**src/rtl/nibble_serial_adder_if.sv**
```systemverilog
// Operand/result handshake bundle for the nibble-serial adder.
// The producer/consumer side uses master; the adder uses slave.
interface nibble_serial_adder_if #(
  parameter int NIBBLES = 4
);
  localparam int W = 4 * NIBBLES;

  logic         in_valid;
  logic         in_ready;
  logic [W-1:0] a;
  logic [W-1:0] b;
  logic         cin;
  logic         out_valid;
  logic         out_ready;
  logic [W-1:0] sum;
  logic         cout;
  logic         overflow;

  modport master (
    output in_valid, a, b, cin, out_ready,
    input  in_ready, out_valid, sum, cout, overflow
  );

  modport slave (
    input  in_valid, a, b, cin, out_ready,
    output in_ready, out_valid, sum, cout, overflow
  );
endinterface

```
**src/rtl/nibble_serial_adder.sv**
```systemverilog
// Wide adder built from one 4-bit carry-lookahead slice, processing one
// nibble per clock LSB-first with the inter-nibble carry held in a register.
module nibble_serial_adder #(
  parameter int NIBBLES = 4
) (
  input logic                  clk,
  input logic                  rst_n,
  nibble_serial_adder_if.slave bus
);
  localparam int W     = 4 * NIBBLES;
  localparam int IDX_W = $clog2(NIBBLES);
  localparam logic [IDX_W-1:0] LAST_IDX = IDX_W'(NIBBLES - 1);

  typedef enum logic [1:0] {IDLE, RUN, DONE} state_t;

  state_t           state_q, state_d;
  logic [W-1:0]     a_q, b_q, sum_q;
  logic [IDX_W-1:0] idx_q;
  logic             carry_q, cout_q, ovf_q;
  logic [IDX_W+1:0] bit_base;
  logic [5:0]       slice;
  logic             last_nibble;

  // Returns {carry out of bit 3, carry into bit 3, 4-bit sum}; every carry is
  // a flat sum-of-products of generate/propagate terms, no ripple.
  function automatic logic [5:0] cla4(input logic [3:0] x, input logic [3:0] y,
                                      input logic ci);
    logic [3:0] p, g, c, s;
    p    = x ^ y;
    g    = x & y;
    c[0] = g[0] | (p[0] & ci);
    c[1] = g[1] | (p[1] & g[0]) | (p[1] & p[0] & ci);
    c[2] = g[2] | (p[2] & g[1]) | (p[2] & p[1] & g[0]) | (p[2] & p[1] & p[0] & ci);
    c[3] = g[3] | (p[3] & g[2]) | (p[3] & p[2] & g[1]) | (p[3] & p[2] & p[1] & g[0])
         | (p[3] & p[2] & p[1] & p[0] & ci);
    s    = p ^ {c[2:0], ci};
    return {c[3], c[2], s};
  endfunction

  assign bit_base    = {idx_q, 2'b00};
  assign slice       = cla4(a_q[bit_base +: 4], b_q[bit_base +: 4], carry_q);
  assign last_nibble = (idx_q == LAST_IDX);

  always_comb begin
    state_d = state_q;
    unique case (state_q)
      IDLE:    if (bus.in_valid)  state_d = RUN;
      RUN:     if (last_nibble)   state_d = DONE;
      DONE:    if (bus.out_ready) state_d = IDLE;
      default:                    state_d = IDLE;
    endcase
  end

  always_ff @(posedge clk or negedge rst_n) begin
    if (!rst_n) state_q <= IDLE;
    else        state_q <= state_d;
  end

  always_ff @(posedge clk or negedge rst_n) begin
    if (!rst_n) begin
      a_q     <= '0;
      b_q     <= '0;
      carry_q <= 1'b0;
      idx_q   <= '0;
      sum_q   <= '0;
      cout_q  <= 1'b0;
      ovf_q   <= 1'b0;
    end else begin
      if (state_q == IDLE && bus.in_valid) begin
        a_q     <= bus.a;
        b_q     <= bus.b;
        carry_q <= bus.cin;
        idx_q   <= '0;
      end else if (state_q == RUN) begin
        sum_q[bit_base +: 4] <= slice[3:0];
        carry_q              <= slice[5];
        idx_q                <= last_nibble ? '0 : idx_q + 1'b1;
        // Top slice: carry into the MSB is c2, carry out is c3.
        if (last_nibble) begin
          cout_q <= slice[5];
          ovf_q  <= slice[5] ^ slice[4];
        end
      end
    end
  end

  assign bus.in_ready  = (state_q == IDLE);
  assign bus.out_valid = (state_q == DONE);
  assign bus.sum       = sum_q;
  assign bus.cout      = cout_q;
  assign bus.overflow  = ovf_q;
endmodule

```
**src/flat_wrapper.sv**
```systemverilog
// flat-port wrapper written by rule: the top's interface ports become plain ports
module nibble_serial_adder_flat 
#(
  parameter int NIBBLES = 4
)
  (clk, rst_n, bus_in_valid, bus_a, bus_b, bus_cin, bus_out_ready, bus_in_ready, bus_out_valid, bus_sum, bus_cout, bus_overflow);
  nibble_serial_adder_if #(.NIBBLES(NIBBLES)) bus_i ();
  input logic clk;
  input logic rst_n;
  input wire logic [$bits(bus_i.in_valid)-1:0] bus_in_valid;
  input wire logic [$bits(bus_i.a)-1:0] bus_a;
  input wire logic [$bits(bus_i.b)-1:0] bus_b;
  input wire logic [$bits(bus_i.cin)-1:0] bus_cin;
  input wire logic [$bits(bus_i.out_ready)-1:0] bus_out_ready;
  output wire logic [$bits(bus_i.in_ready)-1:0] bus_in_ready;
  output wire logic [$bits(bus_i.out_valid)-1:0] bus_out_valid;
  output wire logic [$bits(bus_i.sum)-1:0] bus_sum;
  output wire logic [$bits(bus_i.cout)-1:0] bus_cout;
  output wire logic [$bits(bus_i.overflow)-1:0] bus_overflow;
  assign bus_i.in_valid = bus_in_valid;
  assign bus_i.a = bus_a;
  assign bus_i.b = bus_b;
  assign bus_i.cin = bus_cin;
  assign bus_i.out_ready = bus_out_ready;
  assign bus_in_ready = bus_i.in_ready;
  assign bus_out_valid = bus_i.out_valid;
  assign bus_sum = bus_i.sum;
  assign bus_cout = bus_i.cout;
  assign bus_overflow = bus_i.overflow;
  nibble_serial_adder #(.NIBBLES(NIBBLES)) u_core (.clk(clk), .rst_n(rst_n), .bus(bus_i));
endmodule
```
**config.mk**
```make
export PLATFORM = sky130hd
export DESIGN_NAME = nibble_serial_adder_flat
export DESIGN_NICKNAME = d
export VERILOG_FILES = /design/src/rtl/nibble_serial_adder_if.sv /design/src/rtl/nibble_serial_adder.sv /design/src/flat_wrapper.sv
export SDC_FILE = /design/constraint.sdc
export NUM_CORES = 1
export LEC_CHECK = 0
export ABC_AREA = 0
export CAP_MARGIN = 20
export CORE_UTILIZATION = 35
export CTS_BUF_LIST = sky130_fd_sc_hd__clkbuf_4
export DETAILED_ROUTE_END_ITERATION = 10
export SLEW_MARGIN = 20
export SYNTH_ARGS = -nofsm -noshare
export SYNTH_HDL_FRONTEND = slang
export SYNTH_SLANG_ARGS = --single-unit
```
**constraint.sdc**
```tcl
create_clock -name clk -period 2.5 [get_ports clk]
set_clock_uncertainty 0.2 [all_clocks]
set_input_delay 0.75 -clock clk [delete_from_list [all_inputs] [get_ports clk]]
set_output_delay 0.75 -clock clk [all_outputs]
set_load 0.03 [all_outputs]
```
==> impl_metrics.env, run 1 <==
export IMPL_syn_mean_instance_area_sq_um=14.4
export IMPL_critPathRequiredTime_ns=2.59
export IMPL_portBuffers=56
export IMPL_grt_pass1_vias=1692
export IMPL_clk_latency_ns=0.37
export IMPL_holdCritPathClass="primary input to asynchronous set/reset pin"
export IMPL_cts_hold_buf=0
export IMPL_cp_max_fo=6
export IMPL_status="complete, no violations"
export IMPL_tns_ns=0
export IMPL_diodes=0
export IMPL_cellPowerDensity_mw_per_mm2=1460
export IMPL_grt_usage=0.142
export IMPL_grt_overflow=0
export IMPL_drc=0
export IMPL_cp_slowest_stage_delay_ns=0.57
export IMPL_synth_distinct_cells=33
export IMPL_path_delay_family="multiplexers"
export IMPL_cts_buffers=5
export IMPL_slew_headroom=0.785
export IMPL_synth_area_sq_mm=0.00257
export IMPL_num_vias=1640
export IMPL_root_buffer="clkbuf_4"
export IMPL_peakVddDrop_v=0.000585
export IMPL_syn_inst=179
export IMPL_die_w_um=87.7
export IMPL_period_needed_ns=2.42
export IMPL_clk_path_buf_depth=2
export IMPL_worstPathCellList="buf_6, mux4_2, fa_1, xnor2_1, inv_1, a22o_1"
export IMPL_antenna_found_initial=0
export IMPL_avgRoutedWirePerCell_um=14.3
export IMPL_clock_sinks=55
export IMPL_vias_per_cell=4.81
export IMPL_fmax_mhz=414
export IMPL_nets=293
export IMPL_dp_hpwl_um=3650
export IMPL_synth_nets=228
export IMPL_drive_above_1_share=0.265
export IMPL_drt_first_pass_iters=4
export IMPL_rsz0062_at_grt="true"
export IMPL_p_leak_uw=0.00144
export IMPL_crit_buf_inv=2
export IMPL_cp_start_kind="register"
export IMPL_grt_max_degree=56
export IMPL_synth_seq_cells=55
export IMPL_grt_first_pass_wirelength_um=8250
export IMPL_hold_viol=0
export IMPL_tightestPinTransition_ns=0.320
export IMPL_slowest_stage="mux4_2"
export IMPL_die_y_um=87.7
export IMPL_start_util=0.370
export IMPL_crit_path_end_kind="register"
export IMPL_cts_tree="done"
export IMPL_dieArea_sq_mm=0.00769
export IMPL_slew_viol_final=0
export IMPL_coreArea_sq_mm=0.00694
export IMPL_yosys_warnings=0
export IMPL_place_congestion=0.733
export IMPL_yosysSeqAreaShare=0.535
export IMPL_arrival_ns=2.50
export IMPL_h_tree_depth=2
export IMPL_drt_iter0_drc=36
export IMPL_maxCapViolCount=0
export IMPL_finalCritPeriodShare=0.966
export IMPL_clkTransAtPathRegs_ns=0.15
export IMPL_power_uw=4920
export IMPL_antenna_left=0
export IMPL_setup_viol=0
export IMPL_area_growth_pct=31.3
export IMPL_row_count=30
export IMPL_finalWirelength_um=4870
export IMPL_timing_worst_setup_path_type="register to register"
export IMPL_io_pins=57
-- through the flow --
step | setup slack (ns) | instance area (sq um) | cells | utilization | hold WS, ns
2_1_floorplan | 0.00742 | 2600 | 179 | - | 0.254
3_3_place_gp | 0.116 | 3300 | 332 | 0.476 | 0.271
3_5_place_dp | 0.0630 | 3300 | 332 | 0.476 | 0.276
4_1_cts | 0.0214 | 3350 | 340 | 0.483 | 0.141
5_1_grt | -0.0451 | 3380 | 341 | 0.486 | 0.149
6_report | 0.0845 | 3380 | 341 | 0.486 | 0.144
-- area by class of cell --
type | instances | area [sq um]
Fill cell | 640 | 3570
Sequential cell | 55 | 1380
Multi-Input combinational cell | 113 | 1160
Timing Repair Buffer | 66 | 661
Tap cell | 96 | 120
Clock buffer | 5 | 37.5
Clock inverter | 3 | 15.0
Inverter | 3 | 11.3
-- synthesized netlist by cell type --
cell      count  area [sq um]
a211oi_1      1          7.51
a21o_1        1          7.51
a21oi_1       1          5.00
a21oi_2       1          8.76
a22o_1       14           123
a22oi_1       1          7.51
and2b_1       1          7.51
and4_1        1          8.76
and4b_1       1          10.0
buf_2         1          5.00
buf_4         5          37.5
buf_6         1          11.3
clkbuf_1      1          3.75
dfrtp_1      55          1380
fa_1          1          20.0
ha_1         11           138
inv_1         3          11.3
mux2_2       32           360
mux2i_1       1          10.0
mux4_2        8           180
nand2_1      12          45.0
nand2_4       1          11.3
nand2b_1      2          12.5
nor2_1        6          22.5
nor2b_1       1          6.26
nor3b_1       1          7.51
nor4b_4       1          23.8
o21ai_0       4          20.0
o21bai_1      1          7.51
o21bai_2      1          11.3
o31ai_1       4          30.0
xnor2_1       2          17.5
xor2_1        2          17.5
-- worst register-to-register path: cells and delay by family (launching register included) --
kind / cells / cell delay [ns]
multiplexers: 1 / 0.57
flip-flops: 1 / 0.41
adder cells (fa/ha/maj): 1 / 0.40
buffers and inverters: 2 / 0.28
XOR/XNOR: 1 / 0.26
AO/OA/AOI/OAI: 1 / 0.21
-- cell families after synthesis --
group / Yosys count / share of synthesized area
flip-flops: 55 / 0.535
buffers and inverters: 11 / 0.0268
multiplexers: 41 / 0.214
AND/OR/NAND/NOR: 27 / 0.0603
AO/OA/AOI/OAI: 29 / 0.0886
adder cells (fa/ha/maj): 12 / 0.0613
XOR/XNOR: 4 / 0.0136
-- per-layer routing --
metal	wire, um	vias to the layer above	GRT usage
met5	0	-	0
met4	63	0	0.0447
met3	202	7	0.0311
met2	2180	44	0.214
met1	2420	804	0.203
li1	-	785	-
-- final timing paths --
kind | from | end | cells past startpoint | slack (ns)
max in group asynchronous | rst_n | u_core.b_q[9]$_DFFE_PN0P_ | 2 | 1.71
worst max register to register | u_core.idx_q[0]$_DFFE_PN0P_ | u_core.bus.sum[13]$_DFFE_PN0P_ | 6 | 0.08
worst min register to register | u_core.bus.sum[2]$_DFFE_PN0P_ | u_core.bus.sum[2]$_DFFE_PN0P_ | 2 | 0.30
worst max-delay path | u_core.idx_q[0]$_DFFE_PN0P_ | u_core.bus.sum[13]$_DFFE_PN0P_ | 6 | 0.08
min in group clk | u_core.bus.sum[2]$_DFFE_PN0P_ | u_core.bus.sum[2]$_DFFE_PN0P_ | 2 | 0.30
worst min-delay path | rst_n | u_core.bus.sum[1]$_DFFE_PN0P_ | 2 | 0.14
-- what timing repair did --
item | 4_1_cts | 5_1_grt
pin swaps | 0 | 1
cloned | 0 | 0
gates resized for setup | 2 | 4
setup endpoints to repair | 2 | 8
setup buffers | 0 | 1
-- placed cells by master (no fill, tap or decap), types with 2 or more instances in the layout --
cell type        Yosys  final
nand2b_1             2      2
clkbuf_4             0      5
buf_12               0      2
inv_1                3      3
dlygate4sd2_1        0      2
ha_1                11     10
a22o_1              14     14
nor2_1               6      6
xnor2_1              2      2
o31ai_1              4      4
o21ai_1              0      2
o21ai_0              4      2
mux4_2               8      8
clkdlybuf4s50_1      0     53
nand2_1             12     12
mux2_2              32     32
clkinv_1             0      2
buf_4                5      6
dfrtp_1             55     55
buf_6                1      2
-- sequential cells by signal, indices dropped and copies added, names as in the netlist --
signal,flops
u_core.bus.cout,1
u_core.b_q,16
u_core.idx_q,2
u_core.bus.sum,16
u_core.bus.overflow,1
u_core.state_q,2
u_core.carry_q,1
u_core.a_q,16
-- power by group --
part           leakage, uW  internal (uW)  switching, uW
clock            0.0000263            104            271
combinational     0.000726           1470           1520
sequential        0.000683           1300            257
No activity file was read; power rests on OpenSTA's default activity.
==> run 2, diff against run 1 <==
--- a/config.mk
+++ b/config.mk
@@ -6,7 +6,7 @@
 export NUM_CORES = 1
 export LEC_CHECK = 0
 export ABC_AREA = 0
-export CAP_MARGIN = 20
+export CORE_MARGIN = 2
 export CORE_UTILIZATION = 35
 export CTS_BUF_LIST = sky130_fd_sc_hd__clkbuf_4
 export DETAILED_ROUTE_END_ITERATION = 10
==> impl_metrics.env, run 2 (same netlist as run 1, synthesis figures left out) <==
export IMPL_status="complete, no violations"
export IMPL_grt_usage=0.127
export IMPL_tns_ns=0
export IMPL_seq_power_share=0.298
export IMPL_period_needed_ns=2.42
export IMPL_nets=294
export IMPL_critPathLaunch="u_core.idx_q[0]$_DFFE_PN0P_"
export IMPL_antenna_left=0
export IMPL_path_delay_family="multiplexers"
export IMPL_antenna_found_initial=0
export IMPL_cp_slowest_stage_delay_ns=0.57
export IMPL_drt_iter0_drc=45
export IMPL_portBuffers=56
export IMPL_drc=0
export IMPL_crit_buf_inv=2
export IMPL_cellPowerDensity_mw_per_mm2=1500
export IMPL_slowest_stage="mux4_2"
export IMPL_comb_power_share=0.610
export IMPL_fmax_mhz=413
export IMPL_slew_headroom=0.793
export IMPL_postCtsSetupRepairBufs=0
export IMPL_drive_above_1_share=0.278
export IMPL_arrival_ns=2.48
export IMPL_finalCritPeriodShare=0.969
export IMPL_fin_area_sq_mm=0.00342
export IMPL_drt_first_pass_iters=4
export IMPL_cp_max_fo=6
export IMPL_crit_path_end_kind="register"
export IMPL_io_pins=57
export IMPL_holdCritPathClass="register to register"
export IMPL_area_growth_pct=33.0
export IMPL_intPower_uw=3060
export IMPL_p_sw_frac=0.403
export IMPL_row_count=31
export IMPL_grt_overflow=0
export IMPL_root_buffer="clkbuf_4"
export IMPL_critPathRequiredTime_ns=2.56
export IMPL_start_util=0.358
export IMPL_hold_slack_ns=0.302
export IMPL_dp_hpwl_um=3740
export IMPL_p_leak_uw=0.00146
export IMPL_clk_latency_ns=0.37
export IMPL_coreArea_sq_mm=0.00718
export IMPL_hold_depth=2
export IMPL_cp_depth=6
export IMPL_peakVddDrop_v=0.000538
export IMPL_setup_viol=0
export IMPL_final_cell_mix="dfrtp_1, clkdlybuf4s50_1, mux2_2"
export IMPL_cts_tree="done"
export IMPL_grt_first_pass_wirelength_um=8310
export IMPL_dieArea_sq_mm=0.00805
export IMPL_hold_start="u_core.bus.sum[1]$_DFFE_PN0P_"
export IMPL_worstPathCellList="buf_12, mux4_2, fa_1, xnor2_2, inv_1, a22o_1"
export IMPL_layout_commonest_cell="dfrtp_1"
export IMPL_place_congestion=0.696
export IMPL_rr_worst_depth=6
export IMPL_cp_start_kind="register"
export IMPL_rsz0062_at_grt="true"
export IMPL_die_w_um=89.7
export IMPL_avgRoutedWirePerCell_um=14.0
export IMPL_clock_power_share=0.093
export IMPL_clock_sinks=55
export IMPL_grt_pass1_vias=1701
export IMPL_finalWirelength_um=4830
export IMPL_power_uw=5130
export IMPL_placed_area_sq_mm=0.00332
export IMPL_tightestPinTransition_ns=0.309
export IMPL_die_y_um=89.7
export IMPL_nFillCells=665
export IMPL_h_tree_depth=2
export IMPL_maxCapViolCount=0
export IMPL_grt_max_degree=37
export IMPL_vias_per_cell=4.87
export IMPL_hold_viol=0
export IMPL_cts_buffers=5
export IMPL_rr_startpoint="u_core.idx_q[0]$_DFFE_PN0P_"
export IMPL_clk_path_buf_depth=2
export IMPL_switching_power_uw=2060
export IMPL_clkTransAtPathRegs_ns=0.14
export IMPL_timing_worst_setup_path_type="register to register"
export IMPL_num_vias=1676
export IMPL_diodes=0
export IMPL_slew_viol_final=0
==> run 2: metal layers <==
layer	part of all wire	track usage
met5	0	0
met2	0.47	0.202
met4	0.012	0.0385
met1	0.48	0.174
met3	0.044	0.0319
==> run 2: area by class of cell <==
cell class | instances | area (sq um) | share of cell area
Sequential cell | 55 | 1380 | 0.402
Multi-Input combinational cell | 113 | 1170 | 0.342
Timing Repair Buffer | 67 | 663 | 0.194
Tap cell | 99 | 124 | 0.0362
Clock buffer | 6 | 45.0 | 0.0132
Clock inverter | 1 | 30.0 | 0.00878
Inverter | 3 | 11.3 | 0.00329
==> run 2: final timing paths <==
check                                            endpoint  slack (ns)
max                         u_core.bus.sum[9]$_DFFE_PN0P_        0.08
min                         u_core.bus.sum[1]$_DFFE_PN0P_        0.30
max reg2reg                 u_core.bus.sum[9]$_DFFE_PN0P_        0.08
min reg2reg                 u_core.bus.sum[1]$_DFFE_PN0P_        0.30
max in group asynchronous  u_core.bus.sum[10]$_DFFE_PN0P_        1.01
min in group asynchronous      u_core.a_q[10]$_DFFE_PN0P_        0.54
==> run 2: worst register-to-register path: stages, from the launching register on <==
cell and delay [ns]:
dfrtp_1 0.42, buf_12 0.14, mux4_2 0.57, fa_1 0.47, xnor2_2 0.20, inv_1 0.11
a22o_1 0.20
==> run 2: through the flow <==
| step | setup slack [ns] | cells | util |
|---|---|---|---|
| 2_1_floorplan | 0.00742 | 179 | - |
| 3_3_place_gp | 0.114 | 336 | 0.462 |
| 3_5_place_dp | 0.0386 | 336 | 0.462 |
| 4_1_cts | 0.00434 | 344 | 0.474 |
| 5_1_grt | -0.0520 | 344 | 0.477 |
| 6_report | 0.0766 | 344 | 0.477 |
==> run 2: repair_timing <==
item,4_1_cts,5_1_grt
resized for setup,2,4
hold buffers,1,0
pin swaps,0,2
setup endpoints to repair,2,12
hold endpoints to repair,4,0
==> run 2: power by group through the flow <==
stage	clock, uW	sequential [uW]	combinational, uW
floorplan	0	1680	1980
global placement	0	1570	2950
detailed placement	0	1560	3010
CTS	491	1540	3000
global route	527	1580	3410
finish	475	1530	3120
==> run 3, diff against run 2 <==
--- a/config.mk
+++ b/config.mk
@@ -10,6 +10,7 @@
 export CORE_UTILIZATION = 35
 export CTS_BUF_LIST = sky130_fd_sc_hd__clkbuf_4
 export DETAILED_ROUTE_END_ITERATION = 10
+export GPL_TIMING_DRIVEN = 0
 export SLEW_MARGIN = 20
 export SYNTH_ARGS = -nofsm -noshare
 export SYNTH_HDL_FRONTEND = slang
==> impl_metrics.env, run 3 (same netlist as run 1, synthesis figures left out) <==
export IMPL_status="finished, violations left"
export IMPL_violations="negative setup slack"
export IMPL_worstPathCellList="buf_6, buf_8, mux4_2, ha_4, a211oi_2, o21bai_2, xor2_2, a22o_1"
export IMPL_nFillCells=661
export IMPL_clock_sinks=55
export IMPL_final_cell_mix="dfrtp_1, clkdlybuf4s50_1, mux2_2"
export IMPL_hold_viol=0
export IMPL_period_needed_ns=2.53
export IMPL_finalWirelength_um=4970
export IMPL_clock_power_share=0.072
export IMPL_power_uw=5410
export IMPL_dp_cells=334
export IMPL_area_growth_pct=35.5
export IMPL_slew_headroom=0.540
export IMPL_grt_pass1_vias=1695
export IMPL_cp_max_fo=5
export IMPL_p_sw_frac=0.402
export IMPL_antenna_left=0
export IMPL_root_buffer="clkbuf_4"
export IMPL_clkTransAtPathRegs_ns=0.16
export IMPL_setup_ws_ns=-0.0318
export IMPL_drive_above_1_share=0.304
export IMPL_io_pins=57
export IMPL_grt_usage=0.128
export IMPL_cts_buffers=5
export IMPL_die_y_um=89.7
export IMPL_peakVddDrop_v=0.000623
export IMPL_coreArea_sq_mm=0.00718
export IMPL_critPathLaunch="u_core.idx_q[0]$_DFFE_PN0P_"
export IMPL_num_vias=1642
export IMPL_slowest_stage="mux4_2"
export IMPL_cts_tree="done"
export IMPL_diodes=0
export IMPL_holdCritPathClass="primary input to asynchronous set/reset pin"
export IMPL_timing_worst_setup_path_type="register to register"
export IMPL_dieArea_sq_mm=0.00805
export IMPL_crit_path_end_kind="register"
export IMPL_seq_power_share=0.281
export IMPL_arrival_ns=2.64
export IMPL_grt_overflow=0
export IMPL_grt_first_pass_wirelength_um=8250
export IMPL_nets=301
export IMPL_dp_hpwl_um=3590
export IMPL_hold_slack_ns=0.190
export IMPL_maxCapViolCount=0
export IMPL_fin_area_sq_mm=0.00348
export IMPL_h_tree_depth=2
export IMPL_p_leak_uw=0.00149
export IMPL_fmax_mhz=395
export IMPL_cp_start_kind="register"
export IMPL_intPower_uw=3240
export IMPL_setup_viol=5
export IMPL_cts_hold_buf=0
export IMPL_place_congestion=0.727
export IMPL_cellPowerDensity_mw_per_mm2=1550
export IMPL_row_count=31
export IMPL_comb_power_share=0.647
export IMPL_critPathRequiredTime_ns=2.61
export IMPL_crit_buf_inv=2
export IMPL_clk_latency_ns=0.38
export IMPL_rsz0062_at_grt="true"
export IMPL_layout_commonest_cell="dfrtp_1"
export IMPL_avgRoutedWirePerCell_um=14.1
export IMPL_clk_path_buf_depth=2
export IMPL_grt_max_degree=56
export IMPL_vias_per_cell=4.66
export IMPL_placed_area_sq_mm=0.00328
export IMPL_tightestPinTransition_ns=0.690
export IMPL_cp_slowest_stage_delay_ns=0.58
export IMPL_antenna_found_initial=0
export IMPL_portBuffers=56
export IMPL_start_util=0.358
export IMPL_slew_viol_final=0
export IMPL_finalCritPeriodShare=1.01
export IMPL_rr_startpoint="u_core.idx_q[0]$_DFFE_PN0P_"
export IMPL_die_w_um=89.7
export IMPL_drt_first_pass_iters=4
export IMPL_drt_iter0_drc=65
export IMPL_layoutNonFillerInstCount=352
export IMPL_drc=0
export IMPL_path_delay_family="multiplexers"
export IMPL_switching_power_uw=2170
## run 3: changes by cell type in the layout (fill, tap and decap cells not counted), sizes merged
cell,previous run,this run
buf,11,18
bufinv,1,0
clkbuf,6,7
clkinv,0,2
dlygate4sd3,1,0
## run 3: worst paths after layout
path / endpoint / slack (ns) / cells past startpoint
min reg2reg: u_core.bus.sum[2]$_DFFE_PN0P_ / 0.31 / 2
max in group asynchronous: u_core.a_q[12]$_DFFE_PN0P_ / 1.43 / 1
min: u_core.bus.sum[10]$_DFFE_PN0P_ / 0.19 / 1
max: u_core.bus.sum[3]$_DFFE_PN0P_ / -0.03 / 8
max reg2reg: u_core.bus.sum[3]$_DFFE_PN0P_ / -0.03 / 8
min in group clk: u_core.bus.sum[2]$_DFFE_PN0P_ / 0.31 / 2
## run 3: power groups by stage
stage | logic, uW | registers, uW | clock network (uW)
final | 3500 | 1520 | 390
after global placement | 2910 | 1540 | 0
after detailed placement | 2920 | 1550 | 0
after CTS | 3100 | 1520 | 406
after global routing | 3830 | 1570 | 445
after floorplan | 1980 | 1680 | 0
## run 3: layout make-up
| class | count | area, sq um | share of cell area |
|---|---|---|---|
| multi-input cells | 113 | 1200 | 0.344 |
| clock buffers | 6 | 45.0 | 0.0129 |
| inverters | 3 | 11.3 | 0.00323 |
| clock inverters | 2 | 12.5 | 0.00359 |
| plain buffers | 8 | 72.6 | 0.0208 |
| repair buffers | 66 | 643 | 0.185 |
| flip-flops and latches | 55 | 1380 | 0.395 |
| well taps | 99 | 124 | 0.0356 |
## run 3: what timing repair did
action                                  4_1_cts  5_1_grt
cloned                                        0        0
pin swaps                                     3       13
resized for setup                             6        5
endpoints found under the setup margin       21       14
buffers inserted                              4        6
## run 3: metrics by stage
step,TNS [ns],util,setup slack (ns)
floorplan,0,-,0.00742
global placement,-75.24,0.458,-1.31
detailed placement,-3.57,0.457,-0.412
CTS,-0.351,0.474,-0.0930
global route,-0.873,0.485,-0.130
finish,-0.0740,0.485,-0.0318
## run 3: layer usage
metal,global-route usage,share of wire,up-vias
li1,-,-,799
met3,0.0327,0.051,6
met4,0.0308,0.012,0
met2,0.210,0.47,43
met1,0.171,0.47,794
met5,0,0,-
